[src/rtl/mpu_int_fifo.sv]
// rtl/mpu_int_fifo.sv - first-word-fall-through FIFO between MPU user_irq producer and host consumer
// Optional host notification pulse: define MPU_INT_FIFO_HOST_IRQ_EN.
module mpu_int_fifo #(
  parameter int DATA_WIDTH = 64,
  parameter int DEPTH_LOG2 = 3
) (
  input  logic                  sys_clk,
  input  logic                  sys_rst,
  input  logic                  irq,
  input  logic [DATA_WIDTH-1:0] data,
  output logic                  en,
  input  logic                  pop,
  output logic [DATA_WIDTH-1:0] q,
  output logic                  valid,
  output logic [DEPTH_LOG2:0]   level,
  input  logic                  ovf_clr,
  output logic                  overflow,
  output logic                  host_irq
);

  localparam int DEPTH = 1 << DEPTH_LOG2;
  localparam logic [DEPTH_LOG2:0] FULL_LEVEL = (DEPTH_LOG2 + 1)'(DEPTH);

  logic [DATA_WIDTH-1:0] mem [DEPTH];
  logic [DEPTH_LOG2-1:0] wr_ptr;
  logic [DEPTH_LOG2-1:0] rd_ptr;
  logic [DEPTH_LOG2:0]   level_nxt;
  logic                  ovf_nxt;
  logic                  do_push;
  logic                  do_pop;
  logic                  drop;

  assign en      = (level != FULL_LEVEL);
  assign valid   = (level != '0);
  assign q       = valid ? mem[rd_ptr] : '0;
  assign do_push = irq & en;
  assign do_pop  = pop & valid;
  assign drop    = irq & ~en;

  always_comb begin
    level_nxt = level;
    case ({do_push, do_pop})
      2'b10:   level_nxt = level + 1'b1;
      2'b01:   level_nxt = level - 1'b1;
      default: level_nxt = level;
    endcase
  end

  // A drop in the same cycle as ovf_clr keeps the flag set.
  always_comb begin
    ovf_nxt = overflow;
    if (drop)
      ovf_nxt = 1'b1;
    else if (ovf_clr)
      ovf_nxt = 1'b0;
  end

  always_ff @(posedge sys_clk) begin
    if (sys_rst) begin
      wr_ptr   <= '0;
      rd_ptr   <= '0;
      level    <= '0;
      overflow <= 1'b0;
    end else begin
      if (do_push)
        wr_ptr <= wr_ptr + 1'b1;
      if (do_pop)
        rd_ptr <= rd_ptr + 1'b1;
      level    <= level_nxt;
      overflow <= ovf_nxt;
    end
  end

  // Storage is not reset; a push never targets the head slot while it is occupied.
  always_ff @(posedge sys_clk) begin
    if (!sys_rst && do_push)
      mem[wr_ptr] <= data;
  end

`ifdef MPU_INT_FIFO_HOST_IRQ_EN
  logic host_irq_q;

  always_ff @(posedge sys_clk) begin
    if (sys_rst)
      host_irq_q <= 1'b0;
    else
      host_irq_q <= ((level == '0) && (level_nxt != '0)) || (!overflow && ovf_nxt);
  end

  assign host_irq = host_irq_q;
`else
  assign host_irq = 1'b0;
`endif

endmodule

[config.mk]
export PLATFORM = sky130hd
export DESIGN_NAME = mpu_int_fifo
export DESIGN_NICKNAME = d
export VERILOG_FILES = /design/src/rtl/mpu_int_fifo.sv
export SDC_FILE = /design/constraint.sdc
export NUM_CORES = 1
export LEC_CHECK = 0
export BUFFER_PORTS_ARGS = -buffer_cell sky130_fd_sc_hd__buf_2
export CAP_MARGIN = 15
export CORE_MARGIN = 2
export CORE_UTILIZATION = 45
export CTS_CLUSTER_DIAMETER = 80
export DETAILED_ROUTE_END_ITERATION = 7
export PLACE_DENSITY_LB_ADDON = 0.08
export SYNTH_ARGS = -nofsm -noshare
export SYNTH_HDL_FRONTEND = slang
export SYNTH_SLANG_ARGS = --single-unit
[constraint.sdc]
create_clock -name sys_clk -period 6.15 [get_ports sys_clk]
set_input_delay 0.615 -clock sys_clk [delete_from_list [all_inputs] [get_ports sys_clk]]
set_output_delay 0.615 -clock sys_clk [all_outputs]
set_load 0.05 [all_outputs]
==> results of run 1 <==
[kinds of logic after synthesis]
kind of cell             after synthesis  share of synthesized area, %
AND/OR/NAND/NOR                      103                          2.27
XOR/XNOR                               5                         0.218
flip-flops                           526                          77.9
buffers and inverters                 51                          1.31
AO/OA/AOI/OAI                          9                         0.299
adder cells (fa/ha/maj)                5                         0.311
other                                  1                        0.0187
multiplexers                         195                          17.7
[per-layer routing]
metal | part of all wire [%] | vias to the layer above
met3 | 5.2 | 62
li1 | - | 4042
met4 | 1.6 | 10
met1 | 46 | 4870
met5 | 0.14 | -
met2 | 47 | 186
[path summary, 6_finish.rpt]
check,from,endpoint,slack [ns]
setup / recovery,register,q[24],2.51
hold / removal,data[14],mem[4][14],0.29
setup reg to reg,level[1],mem[1][31],3.16
hold reg to reg,overflow,overflow,0.49
[power groups by stage]
stage	clock [mW]	combinational, mW	sequential, mW
after floorplan	0	2.11	4.17
after global placement	0	2.74	4.22
after detailed placement	0	2.74	4.22
after CTS	3.12	2.75	4.15
after global routing	3.27	2.85	4.16
final	3.04	2.68	4.14
[Yosys cell counts (4+ instances only)]
library cell / n
buf_4: 13
clkbuf_1: 17
ha_1: 5
nor2_1: 77
mux4_2: 128
buf_2: 6
mux2i_1: 67
nand2_1: 7
nor3_1: 4
xor2_1: 4
dfxtp_1: 14
edfxtp_1: 512
buf_1: 9
[state kept, by name (all words and copies together), names as in the netlist, named ones only]
signal / cells
rd_ptr: 3
mem: 512
level: 4
overflow: 1
wr_ptr: 3
[per-stage QoR]
step	hold WS [ns]	instances	TNS (ns)	power, mW	setup WS, ns
floorplan	0.473	895	-27.21	6.29	-0.213
global placement	0.467	1599	0	6.96	2.98
detailed placement	0.480	1599	0	6.96	2.98
CTS	0.256	1691	0	10.0	2.34
global route	0.273	1691	0	10.3	2.22
finish	0.292	1694	0	9.87	2.51
[layout make-up]
type / count / area [µm²]
antenna: 3 / 7.51
clock buffer: 74 / 1450
clock inverter: 18 / 180
fill: 3588 / 20900
inverter: 4 / 20.0
multi-input combinational: 318 / 4250
sequential: 526 / 15700
tap: 592 / 741
timing repair buffer: 159 / 871
[cells in the final DEF, fill, tap and decap left out, types with 3 or more instances in the layout]
master | Yosys | routed
dfxtp_4 | 0 | 3
nand2_1 | 7 | 7
clkinv_1 | 0 | 11
nor2_4 | 0 | 4
ha_1 | 5 | 5
bufinv_16 | 0 | 4
dfxtp_1 | 14 | 11
clkbuf_16 | 0 | 55
mux4_2 | 128 | 128
clkbuf_1 | 17 | 19
buf_2 | 6 | 139
nor2_1 | 77 | 73
buf_4 | 13 | 18
edfxtp_1 | 512 | 512
mux2i_1 | 67 | 67
diode_2 | 0 | 3
o21ai_0 | 3 | 3
xor2_1 | 4 | 4
==> results.yml, run 1 <==
outcome:
  status: "completed"
floorplan:
  row_count: 77
  core_region_area_mm2: 0.0441
  die_area_mm2: 0.0464
  die_y_um: 215
  start_util_pct: 45.5
  die-width_um: 215
  io_pins: 141
final_layout:
  finalInstanceArea_mm2: 0.0232
  post-route-util_pct: 52.5
  nNetsFinal: 1136
  area_growth_pct: 15.4
  drive_gt1_share_pct: 33.6
setup_path:
  slowest_delay_ns: 0.72
  cp_max_fo: 30
  slowest_stage: "dfxtp_4"
  r2r_cells: 5
  crit_path_end_kind: "output port"
  path_depth: 5
  worst_ep_required_time_ns: 5.53
  critical_path.startpoint_type: "register"
  crit_chain: "buf_4 > mux4_2 > mux2i_1 > nor2_1 > buf_2"
  critPathArrivalTime_ns: 3.03
  crit_family: "buffers and inverters"
  path_buf_inv: 2
  setup.worst_path.class: "reg -> out"
cts:
  cts_tree: "built"
  cts_htree_levels: 2
  clkTransAtPathRegs_ns: 0.06
  postCtsSetupRepairBufs: 0
  clk_path_buf_depth: 3
  cts.sinks: 526
  cts-root-buf: "clkbuf_16"
  holdBufCountCts: 0
  cts-buffers-inserted: 53
  clk_latency_ns: 0.59
  cts-resized-gates: 0
place:
  place_area_mm2: 0.0215
  gp_congestion: 0.722
  hpwlAfterDp_um: 21100
  port_buffers: 139
yosys:
  synth_seq_area_share_pct: 77.9
  synth_fp_nets: 969
  ys.flop_type: "edfxtp_1"
  synth_area_mm2: 0.0201
  synth_warnings: 0
  synth_top_area_cell: "edfxtp_1"
  async_flop_share_pct: 0
  synth.avg_cell_area_um2: 22.5
  syn-instance-count: 895
  yosysTopAreaCellShare_pct: 76.5
  synthTopCellsByArea: "edfxtp_1, mux4_2, mux2i_1, nor2_1, dfxtp_1"
  synth-edff-count: 512
  synth_seq_cells: 526
  ys_types: 39
detailed_routing:
  vias: 9170
  post-route-drc-count: 0
  wl_um: 40900
  detail-route-antenna-nets: 0
  drt_iter0_markers: 628
  wl_per_cell_um: 24.2
  routed_via_density: 5.41
  dr.pass1.iters: 5
timing:
  worstMarginPinSlew_ns: 1.01
  hold_viol_final: 0
  post-route-period-util_pct: 59.2
  finClkSkew_ns: 0.0218
  rsz0062_at_grt: "no"
  period_minus_slack_ns: 3.64
  setup_violations: 0
  slew_viol_final: 0
  fmax_ghz: 0.275
  relSlewSlack_pct: 32.7
power_and_ir_drop:
  seqPwrFrac_pct: 42.0
  peakVddDrop_v: 0.000306
  power_frac_clock_pct: 30.8
  internal_power_mw: 6.65
  swShare_pct: 32.6
  p_comb_share_pct: 27.2
  power_switching_mw: 3.21
  p_leak_nw: 7.35
  cellPowerDensity_mw_per_mm2: 426
global_routing:
  overflow: 0
  grt_first_pass_wirelength_um: 61700
  antenna_found_initial: 8
  grt_use_total_pct: 18.1
  grt_max_degree: 74
  groute.layer.met1.usage_pct: 26.3
  use_met2_pct: 28.0
  grtUsageMet3_pct: 4.39
  grt_pass1_vias: 9824
  busiest_layer: "met2"
worst_hold_path:
  min_path_cells: 1
  hold_class: "in -> reg"
job:
  drv_cap: 0
Power figures use the tool's default switching activity.
==> run 2, diff against run 1 <==
--- a/config.mk
+++ b/config.mk
@@ -5,6 +5,7 @@
 export SDC_FILE = /design/constraint.sdc
 export NUM_CORES = 1
 export LEC_CHECK = 0
+export ABC_AREA = 1
 export BUFFER_PORTS_ARGS = -buffer_cell sky130_fd_sc_hd__buf_2
 export CAP_MARGIN = 15
 export CORE_MARGIN = 2
==> constraint.sdc (replaced) <==
create_clock -name sys_clk -period 3.8 [get_ports sys_clk]
set_input_delay 0.38 -clock sys_clk [delete_from_list [all_inputs] [get_ports sys_clk]]
set_output_delay 0.38 -clock sys_clk [all_outputs]
set_load 0.05 [all_outputs]
==> run 2 against run 1 <==
Compared with the run above: global-route usage rose by 2.5 points; flip-flop and latch count did not move; count of clock-buffer cells in the layout fell by 2; clock skew fell by 0.0018 ns; core utilization fell by 0.25 points; die area rose by 3.0%; critical path type unchanged; critical endpoint is now q[63].
==> results.yml, run 2 <==
timing:
  hold_viol_final: 0
  worstMarginPinSlew_ns: 0.808
  rsz0062_at_grt: "no"
  slew_viol_final: 0
  period_minus_slack_ns: 3.40
  finClkSkew_ns: 0.0200
  fin_ws_ns: 0.396
  fmax_ghz: 0.294
  setup_violations: 0
  relSlewSlack_pct: 46.1
  post-route-period-util_pct: 89.6
  holdWs_ns: 0.0429
cts:
  clkTransAtPathRegs_ns: 0.06
  postCtsSetupRepairBufs: 0
  clk_latency_ns: 0.60
  clk_path_buf_depth: 3
  cts_tree: "built"
  cts_htree_levels: 2
  cts-root-buf: "clkbuf_16"
  cts-buffers-inserted: 54
  cts.sinks: 526
place:
  port_buffers: 139
  gp_congestion: 0.739
  dp_slack_ns: 1.00
  place_inst: 2283
  hpwlAfterDp_um: 24500
floorplan:
  io_pins: 141
  row_count: 78
  die_area_mm2: 0.0478
  die-width_um: 219
  die_y_um: 219
  start_util_pct: 45.7
  core_region_area_mm2: 0.0454
yosys:
  synth_warnings: 0
  async_flop_share_pct: 0
  synth_seq_cells: 526
  synth_seq_area_share_pct: 75.6
  yosysMostFrequentCell: "edfxtp_1"
  synth_top_area_cell: "edfxtp_1"
  synth_area_mm2: 0.0207
  synth_fp_nets: 1689
  yosysTopAreaCellShare_pct: 74.2
  ys_types: 24
  syn-instance-count: 1615
  ys.flop_type: "edfxtp_1"
  synth.avg_cell_area_um2: 12.8
  synthTopCellsByArea: "edfxtp_1, nor2_1, o21ai_0, o211ai_1, o22ai_1"
  synth_commonest_cells: "edfxtp_1, nor2_1, o21ai_0, nand2_1"
  synth-edff-count: 512
final_layout:
  drive_gt1_share_pct: 14.2
  final_common_cell: "edfxtp_1"
  antenna_cells: 0
  n_fill_cell: 3940
  nNetsFinal: 1814
  largest_register_ffs: 512
  reg_top3: "mem (512), level (4)"
  regMostFlops: "mem"
  post-route-util_pct: 52.3
  layout_common_cells: "edfxtp_1, nor2_1, o21ai_0"
  stdcell_count: 2378
  area_growth_pct: 14.5
worst_hold_path:
  min_path_cells: 4
  worstHoldStart: "ovf_clr"
  hold_class: "in -> reg"
  holdPathEnd: "overflow"
setup_path:
  slowest_delay_ns: 0.74
  r2r_slack_ns: 1.22
  cp_max_fo: 66
  crit_path_end_kind: "output port"
  slowest_stage: "buf_4"
  setup.worst_path.class: "reg -> out"
  critPathMostFrequentCell: "nor2_1"
  worst_ep_required_time_ns: 3.42
  crit_chain: "buf_4 > o21ai_0 > o22ai_1 > nor2_1 > nor2_1 > buf_2"
  path_buf_inv: 2
  r2r_cells: 7
  reg2reg_from: "level[1]"
  r2r-end: "mem[7][38]"
  crit_family: "buffers and inverters"
  critical_path.startpoint_type: "register"
  critPathArrivalTime_ns: 3.02
detailed_routing:
  detail-route-antenna-nets: 0
  vias: 12900
  dr.pass1.iters: 5
  routed_via_density: 5.40
  wl_per_cell_um: 20.5
  drt_iter0_markers: 1014
  post-route-drc-count: 0
  wl_um: 48800
global_routing:
  grt_max_degree: 145
  grt_use_total_pct: 20.6
  grt_pass1_vias: 12500
  overflow: 0
  grt_first_pass_wirelength_um: 74400
  antenna_found_initial: 4
job:
  drv_cap: 0
power_and_ir_drop:
  power.total_mw: 17.9
  peakVddDrop_v: 0.000629
  cellPowerDensity_mw_per_mm2: 753
  p_leak_nw: 8.20
outcome:
  status: "completed"
-- run 2: changes by cell type after synthesis, sizes merged, moves of 39 or more --
cell,change
clkbuf,+39
mux2i,-67
mux4,-128
nand2,+74
nor2,+383
o211ai,+64
o21ai,+261
o22ai,+64
-- run 2: worst min-delay path: stages --
cell	delay, ns
buf_2	0.07
inv_1	0.03
nand2_1	0.04
a21oi_1	0.05
-- run 2: area by class of cell --
cell class	count	area (µm²)	area share, %
flip-flops and latches	526	15700	66.0
multi-input cells	965	4530	19.1
clock buffers	72	1440	6.07
repair buffers	174	1110	4.68
well taps	600	751	3.16
clock inverters	22	154	0.649
inverters	19	76.3	0.322
-- run 2: stage by stage --
stage	cell area [µm²]	setup TNS [ns]
after detailed placement	22100	0
final	23700	0
after CTS	23700	0
after global routing	23700	0
after global placement	22100	0
after floorplan	20800	-243.66
-- run 2: per-layer routing --
metal | global-route usage [%] | share of wire, % | up-vias
li1 | - | - | 6094
met1 | 29.4 | 46 | 6410
met2 | 33.0 | 47 | 272
met3 | 4.15 | 5.4 | 67
met4 | 4.26 | 1.4 | 8
met5 | 0 | 0.10 | -
-- run 2: what timing repair did --
item,4_1_cts,5_1_grt
resized for setup,0,0
endpoints found under the hold margin,2,0
setup endpoints to repair,0,0
hold buffers,1,0
-- run 2: cells by family after synthesis --
| group | Yosys count | share of synthesized area [%] |
|---|---|---|
| buffers and inverters | 124 | 3.01 |
| and+or+nand+nor | 555 | 10.2 |
| other | 1 | 0.0181 |
| AOI/OAI and AO/OA | 401 | 10.8 |
| adders and majority gates | 5 | 0.302 |
| DFF | 526 | 75.6 |
| xor gates and xnor gates | 3 | 0.127 |
-- run 2: worst max-delay path by stage --
| stage | depth (start not counted) | from | slack, ns | to |
|---|---|---|---|---|
| after floorplan | 6 | level[0] | -0.95 | mem[0][0] |
| after global placement | 6 | register | 1.00 | q[12] |
| after detailed placement | 6 | register | 1.00 | q[54] |
| after CTS | 6 | register | 0.35 | q[12] |
| after global routing | 6 | register | 0.15 | q[54] |
| final | 6 | register | 0.40 | q[63] |
-- run 2: power breakdown --
| group | internal [mW] | switching, mW | total (mW) | leakage [nW] |
|---|---|---|---|---|
| clock network | 2.77 | 2.09 | 4.86 | 0.769 |
| logic | 1.43 | 4.83 | 6.26 | 2.69 |
| registers | 6.59 | 0.155 | 6.74 | 4.74 |
| total | 10.8 | 7.08 | 17.9 | 8.20 |
